**config.mk**
```make
export PLATFORM = sky130hd
export DESIGN_NAME = imem_boot_loader
export DESIGN_NICKNAME = d
export VERILOG_FILES = /design/src/rtl/imem_boot_loader_pkg.sv /design/src/rtl/imem_boot_loader_timeout.sv /design/src/rtl/imem_boot_loader.sv
export SDC_FILE = /design/constraint.sdc
export NUM_CORES = 1
export LEC_CHECK = 0
export CORE_MARGIN = 8
export CORE_UTILIZATION = 30
export DETAILED_ROUTE_END_ITERATION = 10
export GPL_TIMING_DRIVEN = 0
export RECOVER_POWER = 25
export SYNTH_ARGS = -nofsm -noshare
export SYNTH_HDL_FRONTEND = slang
export SYNTH_SLANG_ARGS = --single-unit
```
**constraint.sdc**
```tcl
create_clock -name clk -period 6.59 [get_ports clk]
set_clock_uncertainty 0.05 [all_clocks]
set_input_delay 0.9885 -clock clk [delete_from_list [all_inputs] [get_ports clk]]
set_output_delay 0.9885 -clock clk [all_outputs]
set_load 0.02 [all_outputs]
```
**src/rtl/imem_boot_loader_pkg.sv**
```systemverilog
// Shared types and constants for the byte-serial instruction-memory loader.
package imem_loader_pkg;

  typedef enum logic [2:0] {
    S_IDLE, S_LEN, S_DATA, S_WRITE, S_CSUM, S_DONE, S_ERROR
  } state_e;

  localparam logic [1:0] ERR_NONE    = 2'd0;
  localparam logic [1:0] ERR_LEN     = 2'd1;
  localparam logic [1:0] ERR_CSUM    = 2'd2;
  localparam logic [1:0] ERR_TIMEOUT = 2'd3;

  localparam logic [7:0] START_BYTE_DEF = 8'hA5;

endpackage

```
**src/rtl/imem_boot_loader_timeout.sv**
```systemverilog
// Inactivity counter: counts enabled cycles since the last clear and flags
// expiry on the TIMEOUT_CYC-th idle cycle.
module loader_timeout #(
  parameter int TIMEOUT_CYC = 1_000_000
) (
  input  logic clk,
  input  logic reset,
  input  logic clr,
  input  logic en,
  output logic expired
);

  localparam int CW = $clog2(TIMEOUT_CYC + 1);

  logic [CW-1:0] cnt_q, cnt_d;

  assign expired = en && (cnt_q == CW'(TIMEOUT_CYC - 1));

  always_comb begin
    cnt_d = cnt_q;
    if (clr || !en)    cnt_d = '0;
    else if (!expired) cnt_d = cnt_q + 1'b1;
  end

  always_ff @(posedge clk or negedge reset) begin
    if (!reset) cnt_q <= '0;
    else        cnt_q <= cnt_d;
  end

endmodule

```
**src/rtl/imem_boot_loader.sv**
```systemverilog
// Framed byte-stream loader: assembles big-endian words, writes them into
// instruction memory, checks an XOR checksum and holds the CPU while loading.
module imem_boot_loader
  import imem_loader_pkg::*;
#(
  parameter int         ROM_SIZE    = 128,
  parameter int         ADDR_W      = 7,
  parameter logic [7:0] START_BYTE  = START_BYTE_DEF,
  parameter int         TIMEOUT_CYC = 1_000_000
) (
  input  logic              clk,
  input  logic              reset,
  input  logic              rx_valid,
  input  logic [7:0]        rx_data,
  output logic              rx_ready,
  output logic              mem_we,
  output logic [ADDR_W-1:0] mem_addr,
  output logic [31:0]       mem_wdata,
  output logic              cpu_hold,
  output logic              load_done,
  output logic              load_err,
  output logic [1:0]        err_code,
  output logic [ADDR_W:0]   words_loaded
);

  localparam int NW = ADDR_W + 1;

  state_e            state_q, state_d;
  logic [1:0]        err_sel;
  logic [23:0]       shift_q, shift_d;   // three earlier bytes of the current word
  logic [7:0]        csum_q, csum_d;
  logic [1:0]        byte_cnt_q, byte_cnt_d;
  logic [NW-1:0]     n_q, n_d;
  logic [NW-1:0]     words_q, words_d;
  logic              cpu_hold_q, cpu_hold_d;
  logic              load_err_q, load_err_d;
  logic [1:0]        err_code_q, err_code_d;
  logic              mem_we_q, mem_we_d;
  logic [ADDR_W-1:0] mem_addr_q, mem_addr_d;
  logic [31:0]       mem_wdata_q, mem_wdata_d;

  logic rx_fire, is_start, len_bad, to_exp, to_en;

  // Held low during reset so no byte is ever taken while the loader is cleared.
  assign rx_ready = reset && (state_q != S_WRITE);
  assign rx_fire  = rx_valid && rx_ready;
  assign is_start = rx_data == START_BYTE;
  assign len_bad  = (rx_data == 8'd0) || (int'(rx_data) > ROM_SIZE);
  assign to_en    = (state_q == S_LEN) || (state_q == S_DATA) || (state_q == S_CSUM);

  loader_timeout #(.TIMEOUT_CYC(TIMEOUT_CYC)) u_timeout (
    .clk     (clk),
    .reset   (reset),
    .clr     (rx_fire),
    .en      (to_en),
    .expired (to_exp)
  );

  always_ff @(posedge clk or negedge reset) begin
    if (!reset) state_q <= S_IDLE;
    else        state_q <= state_d;
  end

  // A received byte takes priority over a timeout landing in the same cycle.
  always_comb begin
    state_d = state_q;
    err_sel = ERR_NONE;
    case (state_q)
      S_IDLE:  if (rx_fire && is_start) state_d = S_LEN;
      S_LEN: begin
        if (rx_fire) begin
          if (len_bad) begin state_d = S_ERROR; err_sel = ERR_LEN; end
          else           state_d = S_DATA;
        end else if (to_exp) begin
          state_d = S_ERROR; err_sel = ERR_TIMEOUT;
        end
      end
      S_DATA: begin
        if (rx_fire) begin
          if (byte_cnt_q == 2'd3) state_d = S_WRITE;
        end else if (to_exp) begin
          state_d = S_ERROR; err_sel = ERR_TIMEOUT;
        end
      end
      S_WRITE: state_d = (words_q + 1'b1 == n_q) ? S_CSUM : S_DATA;
      S_CSUM: begin
        if (rx_fire) begin
          if (rx_data == csum_q) state_d = S_DONE;
          else begin state_d = S_ERROR; err_sel = ERR_CSUM; end
        end else if (to_exp) begin
          state_d = S_ERROR; err_sel = ERR_TIMEOUT;
        end
      end
      S_DONE:  state_d = S_IDLE;
      S_ERROR: if (rx_fire && is_start) state_d = S_LEN;
      default: state_d = S_IDLE;
    endcase
  end

  always_comb begin
    shift_d     = shift_q;
    csum_d      = csum_q;
    byte_cnt_d  = byte_cnt_q;
    n_d         = n_q;
    words_d     = words_q;
    cpu_hold_d  = cpu_hold_q;
    load_err_d  = load_err_q;
    err_code_d  = err_code_q;
    mem_we_d    = 1'b0;
    mem_addr_d  = mem_addr_q;
    mem_wdata_d = mem_wdata_q;
    case (state_q)
      S_IDLE, S_ERROR: begin
        if (rx_fire && is_start) begin
          cpu_hold_d = 1'b1;
          load_err_d = 1'b0;
          err_code_d = ERR_NONE;
          csum_d     = '0;
          words_d    = '0;
          byte_cnt_d = '0;
        end
      end
      S_LEN: begin
        if (rx_fire && !len_bad) begin
          n_d        = NW'(rx_data);
          byte_cnt_d = '0;
        end
      end
      S_DATA: begin
        if (rx_fire) begin
          shift_d    = {shift_q[15:0], rx_data};
          csum_d     = csum_q ^ rx_data;
          byte_cnt_d = byte_cnt_q + 1'b1;
          // Write port is registered, so it is loaded here and strobes during WRITE.
          if (byte_cnt_q == 2'd3) begin
            mem_we_d    = 1'b1;
            mem_addr_d  = words_q[ADDR_W-1:0];
            mem_wdata_d = {shift_q, rx_data};
          end
        end
      end
      S_WRITE: words_d = words_q + 1'b1;
      S_DONE:  cpu_hold_d = 1'b0;
      default: ;
    endcase
    if (state_d == S_ERROR && state_q != S_ERROR) begin
      load_err_d = 1'b1;
      err_code_d = err_sel;
    end
  end

  always_ff @(posedge clk or negedge reset) begin
    if (!reset) begin
      shift_q     <= '0;
      csum_q      <= '0;
      byte_cnt_q  <= '0;
      n_q         <= '0;
      words_q     <= '0;
      cpu_hold_q  <= 1'b0;
      load_err_q  <= 1'b0;
      err_code_q  <= ERR_NONE;
      mem_we_q    <= 1'b0;
      mem_addr_q  <= '0;
      mem_wdata_q <= '0;
    end else begin
      shift_q     <= shift_d;
      csum_q      <= csum_d;
      byte_cnt_q  <= byte_cnt_d;
      n_q         <= n_d;
      words_q     <= words_d;
      cpu_hold_q  <= cpu_hold_d;
      load_err_q  <= load_err_d;
      err_code_q  <= err_code_d;
      mem_we_q    <= mem_we_d;
      mem_addr_q  <= mem_addr_d;
      mem_wdata_q <= mem_wdata_d;
    end
  end

  assign mem_we       = mem_we_q;
  assign mem_addr     = mem_addr_q;
  assign mem_wdata    = mem_wdata_q;
  assign cpu_hold     = cpu_hold_q;
  assign load_done    = state_q == S_DONE;
  assign load_err     = load_err_q;
  assign err_code     = err_code_q;
  assign words_loaded = words_q;

endmodule

```
Word level (Yosys, flattened, before mapping)
Cells that the tools add are included.
{"block": "classes", "n_lt_le_gt_ge": 1, "reduce_logical": 29, "mux": 37, "bitwise_logic": 1, "add_sub_neg": 3, "eq_ne": 18}
{"op": "$mux W20", "count": 2}
{"op": "$pmux W8 S2", "count": 2}
{"op": "$mux W3", "count": 8}
{"op": "$mux W2", "count": 11}
{"op": "$add A20 B1 Y20 const B", "count": 1}
{"op": "$eq A20 B20 Y1 const B", "count": 1}
{"op": "$eq A8 B8 Y1", "count": 2}
{"op": "$mux W8", "count": 2}
{"op": "$pmux W3 S5", "count": 1}
{"op": "$eq A3 B3 Y1 const B", "count": 4}
{"op": "$pmux W2 S3", "count": 2}
{"op": "$reduce_and A2 Y1", "count": 5}
{"op": "$reduce_bool A2 Y1", "count": 5}
{"op": "$add A8 B1 Y8 const B", "count": 1}
{"op": "$eq A8 B8 Y1 const B", "count": 1}
{"op": "$gt A8 B8 Y1 const B", "count": 1}
{"op": "$logic_not A8 Y1", "count": 1}
{"op": "$mux W1", "count": 8}
{"op": "$xor A8 B8 Y8", "count": 1}
{"op": "$eq A3 B2 Y1 const B", "count": 2}
{"op": "$logic_and A1 B1 Y1", "count": 6}
{"op": "$ne A2 B1 Y1 const B", "count": 3}
{"op": "$reduce_and A3 Y1", "count": 2}
{"op": "$logic_or A1 B1 Y1", "count": 4}
{"op": "12 further kinds", "count": 13}
{"block": "word_totals", "inputBits": 11, "word_cells": 102, "ff_bits": 117, "output_inout_bits": 54}

Logic depth before layout (Yosys ltp)
Gate-level depths: netlist (run 1).
{"block": "depth", "depth_word": 11, "depth_mapped": 8, "depth_no_buf": 7}

By module
Synthesis (run 1) repeated with hierarchy kept, for this count alone.
{"block": "hier_totals", "cells_unflattened": 519, "hier_area_um2": 5406.4}
{"mod": "imem_boot_loader", "area_each_um2": 4335.4, "seq_area_each_um2": 2427.3, "n_inst": 1, "cells_per_inst": 401}
{"mod": "loader_timeout", "area_each_um2": 1071.0, "seq_area_each_um2": 500.5, "n_inst": 1, "cells_per_inst": 118}

Least setup slack after synthesis (run 1)
Ideal clock, no wire load.
{"block": "synth_timing", "path_type": "input-to-reg", "start": "input port rx_data[1]", "end": "register n_q[0]", "setup_time_ps": 125, "t_arrival_ps": 2749, "slack_ps": 3666, "t_required_ps": 6415, "path_buffers": 1, "cell_stages": 6, "path_cell_list": "or4_4 or3_2 and2_1 nand3_1 buf_4 mux2_2"}
{"block": "synth_between", "elab_chain_len": 5, "word_cells_on_any_way": 6, "classes_between": "order compare: 1; reduce/logical: 5"}
{"element": "start, declared", "line_no": "imem_boot_loader.sv:14", "source": "input logic [7:0] rx_data,"}
{"element": "$gt A8 B8 Y1 / $logic_not A8 Y1 (equally long branches)", "line_no": "imem_boot_loader.sv:48", "source": "assign len_bad = (rx_data == 8'd0) || (int'(rx_data) > ROM_SIZE);"}
{"element": "$logic_or A1 B1 Y1 (*)", "line_no": "imem_boot_loader.sv:48"}
{"element": "$logic_not A1 Y1 (*)", "line_no": "imem_boot_loader.sv:124", "source": "if (rx_fire && !len_bad) begin"}
{"element": "$logic_and A1 B1 Y1 (*)", "line_no": "imem_boot_loader.sv:124"}
{"element": "$reduce_and A2 Y1 (no source line) (*)"}
{"element": "end signal, assigned", "line_no": "imem_boot_loader.sv:169", "source": "n_q <= n_d;"}
{"element": "end, declared", "line_no": "imem_boot_loader.sv:33", "source": "logic [NW-1:0] n_q, n_d;"}
Every way passes the cells marked *; elsewhere a longest branch is shown, timed or not.
A chain may end at the register's enable or synchronous reset.

Final worst setup path (run 1)
{"block": "layout_timing", "start": "input port reset", "end": "output port rx_ready"}
{"block": "layout_between", "elab_chain_len": 1}
{"element": "start, declared", "line_no": "imem_boot_loader.sv:12", "source": "input logic reset,"}
{"element": "$logic_and A1 B1 Y1", "line_no": "imem_boot_loader.sv:45", "source": "assign rx_ready = reset && (state_q != S_WRITE);"}
{"element": "end, declared", "line_no": "imem_boot_loader.sv:15", "source": "output logic rx_ready,"}
Every way passes these cells.

==> results of run 1 <==
==> power groups by stage <==
stage	combinational, mW	sequential (mW)	clock [mW]
floorplan	0.318	1.02	0
global placement	0.546	0.991	0
detailed placement	0.561	0.998	0
CTS	0.566	0.986	1.03
global route	0.622	1.01	1.06
finish	0.556	0.986	1.01
==> sequential cells by signal (all words and copies together), names as in the netlist <==
register	count
n_q	8
csum_q	8
err_code	2
mem_we	1
load_err	1
mem_wdata	32
state_q	3
cpu_hold	1
shift_q	24
words_loaded	8
byte_cnt_q	2
mem_addr	7
u_timeout.cnt_q	20
==> routing by layer <==
metal | up-vias | share of wire
met2 | 68 | 0.49
met5 | - | 0.0011
li1 | 1943 | -
met3 | 22 | 0.052
met4 | 2 | 0.025
met1 | 1990 | 0.43
==> cell families (layout without fill, tap and decap cells) <==
kind of cell	Yosys count	in the layout	share of synthesized area
DFF	117	117	0.548
adders and majority gates	4	4	0.00890
and+or+nand+nor	211	211	0.183
muxes	47	47	0.0990
xor gates and xnor gates	35	35	0.0574
buffers and inverters	34	126	0.0253
AOI/OAI and AO/OA	65	65	0.0784
==> tightest hold or removal path: stages (launching register included) <==
cell	delay (ns)
dfrtp_1	0.34
nand2_1	0.05
nand2_1	0.05
==> layout by cell type (no fill, tap or decap), types with 9 or more instances in the layout <==
cell type and instances:
o21ai_0 31, clkdlybuf4s50_1 59, mux2_2 47, nand2_1 94, nor2_1 47, clkbuf_16 17
xor2_1 26, nand3_1 15, dfrtp_1 117, nand4_1 12, xnor2_1 9, clkbuf_1 21
==> worst paths after layout <==
check | to | start | slack, ns
setup / recovery | rx_ready | reset | 2.45
hold reg to reg | shift_q[16] | shift_q[16] | 0.42
max in group asynchronous | mem_wdata[28] | reset | 2.65
min in group asynchronous | words_loaded[0] | reset | 0.98
hold / removal | shift_q[16] | shift_q[16] | 0.42
setup reg to reg | csum_q[4] | state_q[0] | 4.02
==> metrics by stage <==
stage	cell area [um^2]	TNS, ns
global route	6880	0
floorplan	5340	0
global placement	6230	-107.08
detailed placement	6260	0
finish	6880	0
CTS	6910	0
==> cell type report <==
type	count	area (um^2)
fill	1680	10800
multi-input combinational	362	2280
tap	229	287
clock buffer	19	453
inverter	6	22.5
sequential	117	2930
timing repair buffer	61	599
clock inverter	12	201
buffer	28	113
==> impl_metrics.env, run 1 <==
export IMPL_synth_top_cells_by_area="dfrtp_1 (55%), mux2_2 (9.9%), nand2_1 (6.6%)"
export IMPL_pwr_share_comb=0.218
export IMPL_synth_top_area_frac=0.548
export IMPL_dp_cells=803
export IMPL_maxCapViolCount=2
export IMPL_vias=4025
export IMPL_async_reset_ff_frac=1.00
export IMPL_use_met1=0.131
export IMPL_use_met3=0.0375
export IMPL_grt_max_degree=88
export IMPL_grt_busiest_layer="met2"
export IMPL_dpl_worst_slack_ns=2.93
export IMPL_end_kind="primary output"
export IMPL_cp_buffers_inverters=2
export IMPL_status="finished with violations"
export IMPL_critical_path_class="input port to primary output"
export IMPL_hold_viol_final=0
export IMPL_yosysTopAreaCell="dfrtp_1"
export IMPL_grtUsageTotal=0.115
export IMPL_worstPathMaxFanout=35
export IMPL_power_share_clock=0.396
export IMPL_yosys_cell_types_count=55
export IMPL_syn_num_nets=527
export IMPL_slew_violations=124
export IMPL_finalHoldWorstSlack_ns=0.419
export IMPL_power_switching_mw=0.749
export IMPL_ys_flop_type="dfrtp_1"
export IMPL_start_util=0.302
export IMPL_first_pass_iters=4
export IMPL_synth_seq_cells=117
export IMPL_ctsHoldBuffers=0
export IMPL_setup_viol=0
export IMPL_p_int_mw=1.80
export IMPL_reg2reg_depth=7
export IMPL_worst_pin_slew_ns=2.11
export IMPL_drt_iter0_markers=235
export IMPL_globalRouteOverflowTotal=0
export IMPL_layout_cells_non_filler=834
export IMPL_hpwl_um=8700
export IMPL_cts_setup_buffers=0
export IMPL_crit_chain="clkbuf_1 -> and2_1 -> clkdlybuf4s50_1"
export IMPL_grt_first_pass_wirelength_um=20600
export IMPL_routabilityCongestion=0.867
export IMPL_power_mw=2.55
export IMPL_fp_row_count=49
export IMPL_wirelength_um=12100
export IMPL_clk_latency_ns=0.41
export IMPL_ant_nets=0
export IMPL_dieArea_um2=22300
export IMPL_syn_inst=513
export IMPL_via_per_inst=4.83
export IMPL_drc=0
export IMPL_slew_headroom=-0.408
export IMPL_fin_crit_ns=4.14
export IMPL_holdPathStages=2
export IMPL_seqPwrFrac=0.386
export IMPL_die_x_um=149
export IMPL_grt_pass1_vias=4253
export IMPL_wl_per_cell_um=14.5
export IMPL_cts_buffer_depth=2
export IMPL_power_leakage_nw=3.11
export IMPL_area_delta_synth_final_pct=28.8
export IMPL_min_path_type="flip-flop to flip-flop"
export IMPL_cts_sinks=117
export IMPL_nets=607
export IMPL_synth_edf_count=0
export IMPL_path_depth=3
export IMPL_yosys_top_cells_count="dfrtp_1 (117), nand2_1 (94), mux2_2 (47), nor2_1 (47), o21ai_0 (31)"
export IMPL_max_freq_mhz=242
export IMPL_syn_area_per_cell_um2=10.4
export IMPL_rsz0062_at_grt="false"
export IMPL_cp_slowest_cell="clkbuf_1"
export IMPL_htree_levels=4
export IMPL_cp_arrival_ns=3.10
export IMPL_synth_seq_area_share=0.548
export IMPL_syn_cell_area_um2=5340
export IMPL_crit_path_max_incr_delay_ns=1.22
export IMPL_coreArea_um2=17700
export IMPL_chipHeight_um=149
export IMPL_portBuffers=60
export IMPL_critPathTopFamily="buffers and inverters"
export IMPL_setup_slack_ns=2.45
export IMPL_finalCritPeriodShare=0.628
export IMPL_cellPowerDensity_nw_per_um2=371
export IMPL_postLayoutCoreUtil=0.389
export IMPL_vdd_drop_max_v=0.000145
export IMPL_crit_required_ns=5.55
export IMPL_n_antenna_cell=0
export IMPL_ys_warn_count=0
export IMPL_grt_antenna_before_repair=1
export IMPL_post_cts_resize_count=0
export IMPL_drive_gt1_frac=0.150
export IMPL_root_buffer="clkbuf_16"
export IMPL_yosysMostFrequentCell="dfrtp_1"
export IMPL_met2_usage=0.191
export IMPL_netSwitchingFraction=0.293
export IMPL_cts_reportedPaths_clkPinSlew_ns=0.05
export IMPL_numCtsBuffers=17
export IMPL_cts_tree="done"
export IMPL_ios=65
export IMPL_cp_start_kind="input port"
export IMPL_violations="max-capacitance violations, max-slew violations"
Power figures use the tool's default switching activity.
==> run 2: changes to the inputs <==
==> constraint.sdc (replaced) <==
create_clock -name clk -period 3.4 [get_ports clk]
set_clock_uncertainty 0.05 [all_clocks]
set_input_delay 0.51 -clock clk [delete_from_list [all_inputs] [get_ports clk]]
set_output_delay 0.51 -clock clk [all_outputs]
set_load 0.02 [all_outputs]
==> impl_metrics.env, run 2 (synthesis results as in run 1) <==
export IMPL_vias=4036
export IMPL_cp_arrival_ns=2.35
export IMPL_cts_buffer_depth=2
export IMPL_multi_input_comb_area_um2=2280
export IMPL_rsz0062_at_grt="false"
export IMPL_largest_register_ffs=32
export IMPL_dieArea_um2=22300
export IMPL_crit_path_max_incr_delay_ns=0.60
export IMPL_grt_pass1_vias=4256
export IMPL_slew_violations=0
export IMPL_setup_viol=0
export IMPL_first_pass_iters=4
export IMPL_cp_slowest_cell="clkdlybuf4s50_1"
export IMPL_wirelength_um=12100
export IMPL_cp_buffers_inverters=4
export IMPL_drc=0
export IMPL_start_util=0.302
export IMPL_cts_reportedPaths_clkPinSlew_ns=0.05
export IMPL_die_x_um=149
export IMPL_layout_commonest_cell="dfrtp_1"
export IMPL_placed_area_um2=6260
export IMPL_power_leakage_nw=3.13
export IMPL_tns_ns=0
export IMPL_ctsHoldBuffers=1
export IMPL_maxCapViolCount=0
export IMPL_design_area_um2=6920
export IMPL_hold_viol_final=0
export IMPL_post_cts_resize_count=0
export IMPL_grtUsageTotal=0.115
export IMPL_chipHeight_um=149
export IMPL_hpwl_um=8700
export IMPL_max_freq_mhz=343
export IMPL_wl_per_cell_um=14.5
export IMPL_regArea_um2=2930
export IMPL_nets=608
export IMPL_fillers=1674
export IMPL_status="completed"
export IMPL_critical_path_class="flip-flop to primary output"
export IMPL_coreArea_um2=17700
export IMPL_cp_start_kind="flip-flop"
export IMPL_area_delta_synth_final_pct=29.6
export IMPL_vdd_drop_max_v=0.000282
export IMPL_worst_pin_slew_ns=0.889
export IMPL_slew_headroom=0.406
export IMPL_routabilityCongestion=0.867
export IMPL_drive_gt1_frac=0.152
export IMPL_cts_setup_buffers=0
export IMPL_finalCritPeriodShare=0.857
export IMPL_worstPathMaxFanout=10
export IMPL_via_per_inst=4.83
export IMPL_numCtsBuffers=17
export IMPL_crit_required_ns=2.84
export IMPL_clk_latency_ns=0.41
export IMPL_ant_nets=0
export IMPL_power_mw=4.95
export IMPL_min_path_type="flip-flop to flip-flop"
export IMPL_drt_iter0_markers=194
export IMPL_ios=65
export IMPL_final_cell_mix="dfrtp_1 (117), nand2_1 (94), clkdlybuf4s50_1 (59)"
export IMPL_fin_crit_ns=2.91
export IMPL_fp_row_count=49
export IMPL_globalRouteOverflowTotal=0
export IMPL_root_buffer="clkbuf_16"
export IMPL_htree_levels=4
export IMPL_cts_sinks=117
export IMPL_cts_tree="done"
export IMPL_grt_first_pass_wirelength_um=20600
export IMPL_n_antenna_cell=0
export IMPL_grt_antenna_before_repair=1
export IMPL_crit_chain="buf_2 -> inv_1 -> nand3_1 -> clkbuf_1 -> and2_1 -> clkdlybuf4s50_1"
export IMPL_r2r_start="state_q[0]"
export IMPL_critPathTopFamily="buffers and inverters"
export IMPL_grt_max_degree=88
export IMPL_worstHoldStart="shift_q[16]"
export IMPL_crit_start="state_q[2]"
export IMPL_portBuffers=60
export IMPL_cellPowerDensity_nw_per_um2=714
export IMPL_end_kind="primary output"
run 2: cell types whose count changed in the layout (fill, tap and decap cells not counted):
cell | previous run | this run
buf_16 | 0 | 1
buf_6 | 0 | 1
clkbuf_1 | 21 | 20
clkbuf_2 | 1 | 0
dlygate4sd3_1 | 0 | 1
run 2: metal layers:
metal / vias up / part of all wire / track usage
met1: 1998 / 0.43 / 0.131
met2: 71 / 0.49 / 0.191
met4: 2 / 0.021 / 0.0525
li1: 1945 / - / -
met3: 20 / 0.052 / 0.0378
met5: - / 0.0011 / 0
run 2: worst reg2reg max path, stage by stage (launching register included):
cell,delay [ns]
dfrtp_1,0.35
clkbuf_1,0.19
or3b_2,0.51
clkbuf_1,0.24
nor2_1,0.38
clkbuf_1,0.44
nand2_1,0.15
o21ai_0,0.18
run 2: stage by stage:
step	hold WS (ns)	setup slack [ns]	util	instances
floorplan	0.164	0.955	-	513
global route	0.440	0.343	0.391	835
CTS	0.424	0.451	0.391	835
finish	0.419	0.486	0.391	835
detailed placement	0.368	0.218	0.353	803
global placement	0.407	-4.03	0.352	802
run 2: area by class of cell:
class / instances / area share
flip-flops and latches: 117 / 0.423
clock buffers: 19 / 0.0654
multi-input cells: 362 / 0.329
inverters: 6 / 0.00325
clock inverters: 12 / 0.0291
repair buffers: 62 / 0.0923
well taps: 229 / 0.0414
plain buffers: 28 / 0.0163
run 2: final timing paths:
kind / endpoint / slack (ns) / depth (start not counted)
min in group asynchronous: words_loaded[0] / 0.52 / 2
max in group asynchronous: shift_q[9] / 2.05 / 3
max: rx_ready / 0.49 / 6
min: shift_q[16] / 0.42 / 2
min reg2reg: shift_q[16] / 0.42 / 2
max reg2reg: csum_q[0] / 0.83 / 7
run 2: where the power goes:
group,switching (mW),internal [mW],leakage [nW],total (mW)
clock network,0.618,1.34,0.315,1.95
registers,0.219,1.69,1.52,1.91
logic,0.610,0.473,1.29,1.08
